`src/rtl/aap_fetch_unit_if.sv`:
```
// AAP fetch stage bus: instruction memory port, redirect and decoder handshake.
// master = fetch unit side, slave = memory/execute/decoder side.
interface aap_fetch_unit_if #(
  parameter int ADDR_W = 24
);
  logic              imem_req;
  logic [ADDR_W-1:0] imem_addr;
  logic              imem_ack;
  logic [15:0]       imem_rdata;
  logic              redirect;
  logic [ADDR_W-1:0] redirect_pc;
  logic              insn_valid;
  logic              insn_ready;
  logic [31:0]       insn_word;
  logic              insn_long;
  logic [ADDR_W-1:0] insn_pc;

  modport master (
    output imem_req, imem_addr,
    input  imem_ack, imem_rdata,
    input  redirect, redirect_pc,
    output insn_valid, insn_word, insn_long, insn_pc,
    input  insn_ready
  );

  modport slave (
    input  imem_req, imem_addr,
    output imem_ack, imem_rdata,
    output redirect, redirect_pc,
    input  insn_valid, insn_word, insn_long, insn_pc,
    output insn_ready
  );
endinterface

```
`src/rtl/aap_fetch_unit.sv`:
```
// AAP fetch stage: word prefetch FIFO, 16/32-bit assembly, redirect flush.
// Optional AAP_FETCH_STATS_EN adds a 16-bit accepted-instruction counter.
module aap_fetch_unit #(
  parameter int ADDR_W     = 24,
  parameter int FIFO_DEPTH = 4
) (
  input  logic CLOCK_50,
  input  logic reset,
  aap_fetch_unit_if.master bus
`ifdef AAP_FETCH_STATS_EN
  ,
  output logic [15:0] stat_insn_count
`endif
);

  localparam int PW = $clog2(FIFO_DEPTH);
  localparam int CW = PW + 1;
  localparam logic [CW:0] DEPTH_L = (CW+1)'(FIFO_DEPTH);

  typedef enum logic [1:0] {
    IDLE,
    REQ,
    DROP
  } state_t;

  state_t            state_q;
  logic              req_q;
  logic [ADDR_W-1:0] addr_q;
  logic [ADDR_W-1:0] fpc_q;

  logic [15:0]       mw_q [FIFO_DEPTH];
  logic [ADDR_W-1:0] mp_q [FIFO_DEPTH];
  logic [PW-1:0]     rd_q;
  logic [PW-1:0]     wr_q;
  logic [CW-1:0]     cnt_q;

  logic              ov_q;
  logic              ol_q;
  logic [31:0]       ow_q;
  logic [ADDR_W-1:0] op_q;

  logic [15:0]       head_w;
  logic [15:0]       next_w;
  logic [ADDR_W-1:0] head_p;
  logic              load;
  logic              pop1;
  logic              pop2;
  logic              push;
  logic              credit_idle;
  logic              credit_req;
  logic [CW:0]       pop_n;
  logic [CW:0]       occ;
  logic [ADDR_W-1:0] fpc_inc;

  always_comb begin
    head_w  = mw_q[rd_q];
    next_w  = mw_q[rd_q + PW'(1)];
    head_p  = mp_q[rd_q];
    load    = !ov_q || bus.insn_ready;
    pop1    = load && (cnt_q != '0) && !head_w[15];
    pop2    = load && (cnt_q >= CW'(2)) && head_w[15];
    pop_n   = '0;
    if (pop1) pop_n = (CW+1)'(1);
    if (pop2) pop_n = (CW+1)'(2);
    push    = (state_q == REQ) && bus.imem_ack && !bus.redirect;
    // occupancy after this cycle's pops; a live request reserves one slot
    occ         = {1'b0, cnt_q} - pop_n;
    credit_idle = occ < DEPTH_L;
    credit_req  = (occ + (CW+1)'(1)) < DEPTH_L;
    fpc_inc     = fpc_q + ADDR_W'(1);
  end

  always_ff @(posedge CLOCK_50) begin
    if (push) begin
      mw_q[wr_q] <= bus.imem_rdata;
      mp_q[wr_q] <= addr_q;
    end
  end

  always_ff @(posedge CLOCK_50 or negedge reset) begin
    if (!reset) begin
      state_q <= IDLE;
      req_q   <= 1'b0;
      addr_q  <= '0;
      fpc_q   <= '0;
      rd_q    <= '0;
      wr_q    <= '0;
      cnt_q   <= '0;
      ov_q    <= 1'b0;
      ol_q    <= 1'b0;
      ow_q    <= '0;
      op_q    <= '0;
    end else if (bus.redirect) begin
      fpc_q <= bus.redirect_pc;
      req_q <= 1'b0;
      rd_q  <= '0;
      wr_q  <= '0;
      cnt_q <= '0;
      ov_q  <= 1'b0;
      if (state_q == REQ)
        state_q <= bus.imem_ack ? IDLE : DROP;
    end else begin
      unique case (state_q)
        IDLE: begin
          if (credit_idle) begin
            state_q <= REQ;
            req_q   <= 1'b1;
            addr_q  <= fpc_q;
          end
        end
        REQ: begin
          if (bus.imem_ack) begin
            fpc_q <= fpc_inc;
            if (credit_req) begin
              addr_q <= fpc_inc;
            end else begin
              state_q <= IDLE;
              req_q   <= 1'b0;
            end
          end
        end
        DROP: begin
          if (bus.imem_ack) state_q <= IDLE;
        end
        default: begin
          state_q <= IDLE;
          req_q   <= 1'b0;
        end
      endcase

      if (push) wr_q <= wr_q + PW'(1);
      rd_q  <= rd_q + pop_n[PW-1:0];
      cnt_q <= cnt_q + CW'(push) - pop_n[CW-1:0];

      if (load) begin
        unique case (1'b1)
          pop1: begin
            ov_q <= 1'b1;
            ol_q <= 1'b0;
            ow_q <= {head_w, 16'h0000};
            op_q <= head_p;
          end
          pop2: begin
            ov_q <= 1'b1;
            ol_q <= 1'b1;
            ow_q <= {head_w, next_w};
            op_q <= head_p;
          end
          default: ov_q <= 1'b0;
        endcase
      end
    end
  end

  assign bus.imem_req   = req_q;
  assign bus.imem_addr  = addr_q;
  assign bus.insn_valid = ov_q;
  assign bus.insn_word  = ow_q;
  assign bus.insn_long  = ol_q;
  assign bus.insn_pc    = op_q;

`ifdef AAP_FETCH_STATS_EN
  logic [15:0] stat_q;

  always_ff @(posedge CLOCK_50 or negedge reset) begin
    if (!reset)
      stat_q <= '0;
    else if (ov_q && bus.insn_ready)
      stat_q <= stat_q + 16'd1;
  end

  assign stat_insn_count = stat_q;
`endif

endmodule

```
`src/flat_wrapper.sv`:
```
// flat-port wrapper written by rule: the top's interface ports become plain ports
module aap_fetch_unit_flat 
#(
  parameter int ADDR_W     = 24,
  parameter int FIFO_DEPTH = 4
)
  (CLOCK_50, reset, bus_imem_req, bus_imem_addr, bus_imem_ack, bus_imem_rdata, bus_redirect, bus_redirect_pc, bus_insn_valid, bus_insn_word, bus_insn_long, bus_insn_pc, bus_insn_ready);
  aap_fetch_unit_if #(.ADDR_W(ADDR_W)) bus_i ();
  input  logic CLOCK_50;
  input  logic reset;
  output wire logic [$bits(bus_i.imem_req)-1:0] bus_imem_req;
  output wire logic [$bits(bus_i.imem_addr)-1:0] bus_imem_addr;
  input wire logic [$bits(bus_i.imem_ack)-1:0] bus_imem_ack;
  input wire logic [$bits(bus_i.imem_rdata)-1:0] bus_imem_rdata;
  input wire logic [$bits(bus_i.redirect)-1:0] bus_redirect;
  input wire logic [$bits(bus_i.redirect_pc)-1:0] bus_redirect_pc;
  output wire logic [$bits(bus_i.insn_valid)-1:0] bus_insn_valid;
  output wire logic [$bits(bus_i.insn_word)-1:0] bus_insn_word;
  output wire logic [$bits(bus_i.insn_long)-1:0] bus_insn_long;
  output wire logic [$bits(bus_i.insn_pc)-1:0] bus_insn_pc;
  input wire logic [$bits(bus_i.insn_ready)-1:0] bus_insn_ready;
  assign bus_imem_req = bus_i.imem_req;
  assign bus_imem_addr = bus_i.imem_addr;
  assign bus_i.imem_ack = bus_imem_ack;
  assign bus_i.imem_rdata = bus_imem_rdata;
  assign bus_i.redirect = bus_redirect;
  assign bus_i.redirect_pc = bus_redirect_pc;
  assign bus_insn_valid = bus_i.insn_valid;
  assign bus_insn_word = bus_i.insn_word;
  assign bus_insn_long = bus_i.insn_long;
  assign bus_insn_pc = bus_i.insn_pc;
  assign bus_i.insn_ready = bus_insn_ready;
  aap_fetch_unit #(.ADDR_W(ADDR_W), .FIFO_DEPTH(FIFO_DEPTH)) u_core (.CLOCK_50(CLOCK_50), .reset(reset), .bus(bus_i));
endmodule
```
`config.mk`:
```
export PLATFORM = sky130hd
export DESIGN_NAME = aap_fetch_unit_flat
export DESIGN_NICKNAME = d
export VERILOG_FILES = /design/src/rtl/aap_fetch_unit_if.sv /design/src/rtl/aap_fetch_unit.sv /design/src/flat_wrapper.sv
export SDC_FILE = /design/constraint.sdc
export NUM_CORES = 1
export LEC_CHECK = 0
export CAP_MARGIN = 20
export CORE_ASPECT_RATIO = 0.8
export CORE_UTILIZATION = 57
export DETAILED_ROUTE_END_ITERATION = 10
export GPL_TIMING_DRIVEN = 1
export MAX_ROUTING_LAYER = met4
export PLACE_DENSITY = 0.8
export SKIP_CTS_REPAIR_TIMING = 1
export SLEW_MARGIN = 20
export SYNTH_ARGS = -nofsm -noshare
export SYNTH_HDL_FRONTEND = slang
export SYNTH_SLANG_ARGS = --single-unit
```
`constraint.sdc`:
```
create_clock -name CLOCK_50 -period 4.1 [get_ports CLOCK_50]
set_clock_uncertainty 0.1 [all_clocks]
set_input_delay 0.82 -clock CLOCK_50 [delete_from_list [all_inputs] [get_ports CLOCK_50]]
set_output_delay 0.82 -clock CLOCK_50 [all_outputs]
set_load 0.03 [all_outputs]
```
# Word level (Yosys, flattened, before mapping)
# Memories as Yosys holds them, arrays and structs flattened. A register that Yosys moved wholly into a read port is not among the register bits.
# Cells that the tools add are included.
[totals]
n_memories = 2
register_bits = 92
latch_bits = 0
mem_bits_ro = 0
ram_bits = 160
word_cells = 94
[classes]
div_mod_pow = 0
bitwise = 1
muxes = 33
shift = 0
n_mul = 0
reduce_logical = 26
n_lt_le_gt_ge = 3
add_sub_neg = 8
eq_ne = 11
[mem_list]
columns = ["memory", "depth", "width", "rd", "rd_clocked_by_memory_dff", "wr", "line_no", "source"]
rows = [
  ["u_core.mp_q", 4, 24, 1, 1, 1, "aap_fetch_unit.sv:32", "logic [ADDR_W-1:0] mp_q [FIFO_DEPTH];"],
  ["u_core.mw_q", 4, 16, 2, 0, 1, "aap_fetch_unit.sv:31", "logic [15:0] mw_q [FIFO_DEPTH];"],
]
[ops]
columns = ["operator", "n"]
rows = [
  ["$mux 24", 6],
  ["$pmux 32 s2", 1],
  ["$pmux 24 s2", 1],
  ["$add 24x1->24 const B", 1],
  ["$mux 2", 10],
  ["$reduce_bool 2->1", 6],
  ["$mux 1", 10],
  ["$reduce_and 5->1", 2],
  ["$ne 3x3->1 const B", 3],
  ["$lt 4x3->1 const B", 2],
  ["$logic_and 1x1->1", 6],
  ["$ne 2x1->1 const B", 3],
  ["$pmux 2 s3", 1],
  ["$reduce_and 3->1", 2],
  ["$add 2x1->2 const B", 2],
  ["$add 4x1->4 const B", 1],
  ["$logic_not 1->1", 4],
  ["$mux 4", 1],
  ["$ne 2x2->1 const B", 2],
  ["$reduce_and 4->1", 1],
  ["$sub 3x4->4", 1],
  ["$add 3x1->3", 1],
  ["$ge 3x2->1 const B", 1],
  ["$mux 3", 1],
  ["other kinds (13)", 13],
]

# Longest topological paths before layout
[depth]
ltp_word = 13
depth_mapped = 13
mapped_depth_nobuf = 11

# Worst setup path before layout
# No wires, ideal clock.
[synth_timing]
kind = "in2reg"
from = "input port bus_insn_ready"
to = "register u_core.addr_q[14], in the netlist u_core.bus.imem_addr[14]"
slack_ps = 309
arrival_time_ps = 3563
stages = 11
cell_sequence = "nor2b_1 -> nor3_1 -> clkbuf_1 -> inv_1 -> fa_1 -> nor2b_1 -> a211o_1 -> a32o_1 -> o31ai_4 -> buf_6 -> mux2_1"
[synth_between]
elab_chain_len = 10
[synth_lines]
columns = ["item", "line_no", "source"]
rows = [
  ["from (decl)", "flat_wrapper.sv:21", "input wire logic [$bits(bus_i.insn_ready)-1:0] bus_insn_ready;"],
  ["$logic_or 1x1->1 *", "aap_fetch_unit.sv:59", "load = !ov_q || bus.insn_ready;"],
  ["$logic_and 1x1->1 (2 in series)", "aap_fetch_unit.sv:60", "pop1 = load && (cnt_q != '0) && !head_w[15];"],
  ["$mux 1", "aap_fetch_unit.sv:63", "if (pop1) pop_n = (CW+1)'(1);"],
  ["$mux 4 *", "aap_fetch_unit.sv:64", "if (pop2) pop_n = (CW+1)'(2);"],
  ["$sub 3x4->4 *", "aap_fetch_unit.sv:67", "occ = {1'b0, cnt_q} - pop_n;"],
  ["$add 4x1->4", "aap_fetch_unit.sv:69", "credit_req = (occ + (CW+1)'(1)) < DEPTH_L;"],
  ["$lt 4x3->1", "aap_fetch_unit.sv:69", ""],
  ["$ne 2x1->1 (no source line)", "-", ""],
  ["$reduce_and 5->1 (no source line) *", "-", ""],
  ["to (signal assigned)", "aap_fetch_unit.sv:108", "addr_q <= fpc_q;"],
  ["to (signal assigned)", "aap_fetch_unit.sv:115", "addr_q <= fpc_inc;"],
  ["to (decl)", "aap_fetch_unit.sv:28", "logic [ADDR_W-1:0] addr_q;"],
]
# Every way passes the cells marked *; elsewhere a longest branch is shown, timed or not.
# A chain may end at the register's enable or synchronous reset.

# Worst setup path in the final report
[layout_timing]
from = "register u_core.rd_q[1]"
to = "register u_core.addr_q[0], in the netlist u_core.bus.imem_addr[0]"
[layout_between]
elab_chain_len = 10
[layout_lines]
columns = ["item", "line_no", "source"]
rows = [
  ["from (decl)", "aap_fetch_unit.sv:33", "logic [PW-1:0] rd_q;"],
  ["from (signal assigned)", "aap_fetch_unit.sv:132", "rd_q <= rd_q + pop_n[PW-1:0];"],
  ["$mem_v2 4x16 *", "-", ""],
  ["$logic_not 1->1", "aap_fetch_unit.sv:60", ""],
  ["$logic_and 1x1->1", "aap_fetch_unit.sv:60", ""],
  ["$mux 1", "aap_fetch_unit.sv:63", ""],
  ["$mux 4 *", "aap_fetch_unit.sv:64", ""],
  ["$sub 3x4->4 *", "aap_fetch_unit.sv:67", ""],
  ["$add 4x1->4", "aap_fetch_unit.sv:69", ""],
  ["$lt 4x3->1", "aap_fetch_unit.sv:69", ""],
  ["$ne 2x1->1 (no source line)", "-", ""],
  ["$reduce_and 5->1 (no source line) *", "-", ""],
]
# Marks and branches as above.

==> impl_metrics.toml <==
[status]
status = "complete, no violations"

[logic_synthesis]
synth.largest_area_cell = "edfxtp_1"
yosysWarnings = 0
syn_inst = 744
synth_nets = 801
synth_area_leaders = "edfxtp_1, dfrtp_1, mux4_2"
yosys.cell_types.count = 45
yosysSeqAreaShare = 0.651
synth_seq_cells = 276
synth_top_area_frac = 0.406
netlist_area_mm2 = 0.0118
syn_area_per_cell_um2 = 15.9

[layout]
final_area_mm2 = 0.0144
layout_commonest_cell = "edfxtp_1"
n_antenna_cell = 0
syn2layout_area_growth_pct = 21.5
nNetsFinal = 930
layout-drive-gt1-share = 0.197
final_cell_mix = "edfxtp_1, clkdlybuf4s50_1, dfrtp_1, nand2_1, mux4_2"

[floorplan]
die-area_mm2 = 0.0213
io-pin-count = 128
core.rowCount = 46
start_util = 0.589
die_y_um = 131
coreArea_mm2 = 0.0201
die_x_um = 163

[power]
p_switching_mw = 3.31
p_clk_frac = 0.258
total_power_mw = 10.1
leakagePower_nw = 5.30
combPwrFrac = 0.342
p_int_mw = 6.76
switching_share = 0.329
p_seq_frac = 0.400
power.density_mw_per_mm2 = 700
peakVddDrop_v = 0.000427

[setup_path]
worst_path_max_delay_cell = "dfrtp_2"
critPathTopFamily = "multiplexers"
crit_type = "flop to flop"
critPathCaptureType = "flop"
cp_max_fo = 24
worst_r2r_endpoint = "u_core.bus.imem_addr[0]$_DFFE_PN0P_"
cp.arrival_ns = 4.20
crit_start = "u_core.rd_q[1]$_DFF_PN0_"
cp_data_required_time_ns = 4.41
cp.buffers_inverters = 2
cp_cell_sequence = "mux2_2, mux2i_4, nor3b_1, ha_1, inv_1, fa_1, nor2b_1, a211o_1, a32o_1, o31ai_4, buf_12, mux2_2"
r2r-start = "u_core.rd_q[1]$_DFF_PN0_"
cp.depth = 12
ff2ff_path_depth = 12
critPathCapture = "u_core.bus.imem_addr[0]$_DFFE_PN0P_"
crit_path_max_incr_delay_ns = 0.47
critPathLaunchType = "flop"
regToRegSetupSlack_ns = 0.21
cpMostUsedCell = "mux2_2"

[clock_network]
cts_tree = "built"
clockBufferDepth = 3
path_clk_slew_ns = 0.06
cts.sinks = 276
clock_latency_ns = 0.53
cts_buffers = 27
ctsHtreeMaxLevel = 1
cts_root_buf = "clkbuf_16"

[flow_run]
drv_cap = 0

[global_route]
grt_pass1_wl_mm = 38.5
antenna_found_initial = 0
gr-usage-all-layers = 0.246
grt_pass1_vias = 7012
grt_start_max_net_pins = 70
grt_overflow_total = 0

[routing]
routed_wl_mm = 24.8
wl_met2_mm = 12.7
routed.top_layer = "met4"
dr.pass1.iters = 5
wl_met3_mm = 1.53
drt-initial-drc-count = 445
vias_per_cell = 5.88
vias = 6811
wirelength_met1_mm = 10.1
wire_per_inst_um = 21.4
drcViolationCount = 0
ant_nets = 0

[place]
placed_cell_area_mm2 = 0.0134
dp_worst_setup_slack_ns = -0.0261
dp_hpwl_mm = 15.8
finalWeightedCongestion = 0.909
portBuffers = 127

[sta]
tightest_slew_ns = 0.924
fmax_mhz = 257
period_minus_slack_ns = 3.89
maxSlewViolCount = 0
finalHoldViolations = 0
finalSetupViolCount = 0
period_share = 0.948
maxSlewHeadroom = 0.384
rsz0062_at_grt = "no"
setup_slack_ns = 0.214

[worst_hold_path]
hp-class = "input pin to asynchronous set/reset pin"
cells in the mapped netlist, drive strengths merged:
cell,instances
nor3,12
a21oi,2
nand4b,2
xor2,22
a211o,3
or3,2
buf,17
or2,1
nor2b,6
nand2,66
nand2b,2
o211ai,1
nand4,14
nor2,23
xnor2,27
and4,1
o21ai,27
and3,2
nor4,3
a32o,1
clkbuf,24
nand3,17
dfrtp,116
a21o,1
mux4,54
inv,29
ha,10
o31ai,1
nor3b,1
edfxtp,160
a211oi,1
fa,2
mux2i,20
o31a,1
and2,5
nand3b,1
mux2,66
a221oi,1
kinds of logic (layout without fill, tap and decap cells):
family                   count (synthesis)  after routing  share of synthesized area
AO/OA/AOI/OAI                           39             39                     0.0205
flip-flops                             276            276                      0.651
AND/OR/NAND/NOR                        158            158                     0.0635
adder cells (fa/ha/maj)                 12             12                     0.0140
buffers and inverters                   70            220                     0.0264
XOR/XNOR                                49             49                     0.0363
multiplexers                           140            140                      0.188
per-stage QoR:
step,util,hold slack (ns),TNS (ns),std cells
after CTS,0.716,0.352,0,1158
final,0.716,0.322,0,1158
after global placement,0.669,0.387,0,1108
after global routing,0.716,0.393,0,1158
after detailed placement,0.669,0.392,-0.279,1108
after floorplan,-,0.424,0,744
final cells by class:
cell class | count | area, um^2
sequential | 276 | 7710
fill | 1268 | 5700
multi-input combinational | 398 | 3820
timing repair buffer | 141 | 1460
clock buffer | 36 | 771
tap | 264 | 330
clock inverter | 14 | 176
inverter | 29 | 109
worst min path at each step:
| stage | start | end | cells past startpoint |
|---|---|---|---|
| floorplan | reset | u_core.bus.imem_addr[0]$_DFFE_PN0P_ | 0 |
| global placement | u_core.bus.insn_word[31]$_DFFE_PN0P_ | u_core.bus.insn_word[31]$_DFFE_PN0P_ | 1 |
| detailed placement | u_core.bus.insn_word[31]$_DFFE_PN0P_ | u_core.bus.insn_word[31]$_DFFE_PN0P_ | 1 |
| CTS | reset | u_core.bus.insn_valid$_DFFE_PN0P_ | 1 |
| global route | reset | u_core.rd_q[1]$_DFF_PN0_ | 1 |
| finish | reset | u_core.cnt_q[0]$_DFF_PN0_ | 1 |
routing by layer:
layer | vias up | track usage
li1 | 3003 | -
met1 | 3487 | 0.318
met2 | 274 | 0.411
met3 | 47 | 0.0382
met4 | 0 | 0.0660
met5 | - | -
power groups by stage:
| stage | clock (mW) | combinational, mW | sequential [mW] |
|---|---|---|---|
| global placement | 0 | 3.34 | 4.02 |
| detailed placement | 0 | 3.45 | 4.07 |
| global route | 2.72 | 3.64 | 4.10 |
| finish | 2.60 | 3.44 | 4.03 |
| floorplan | 0 | 1.49 | 4.69 |
| CTS | 2.63 | 3.48 | 4.03 |
state kept, by name (all words and copies together) (netlist names):
signal and flops:
u_core.bus.insn_long 1, u_core.rd_q 2, u_core.fpc_q 24, u_core.bus.imem_addr 24, u_core.bus.insn_valid 1, u_core.cnt_q 3
u_core.state_q 2, u_core.bus.imem_req 1, u_core.wr_q 2, u_core.bus.insn_pc 24, u_core.mw_q 64, u_core.mp_q 96
u_core.bus.insn_word 32
Note: power is estimated with default switching activity, not from simulation.
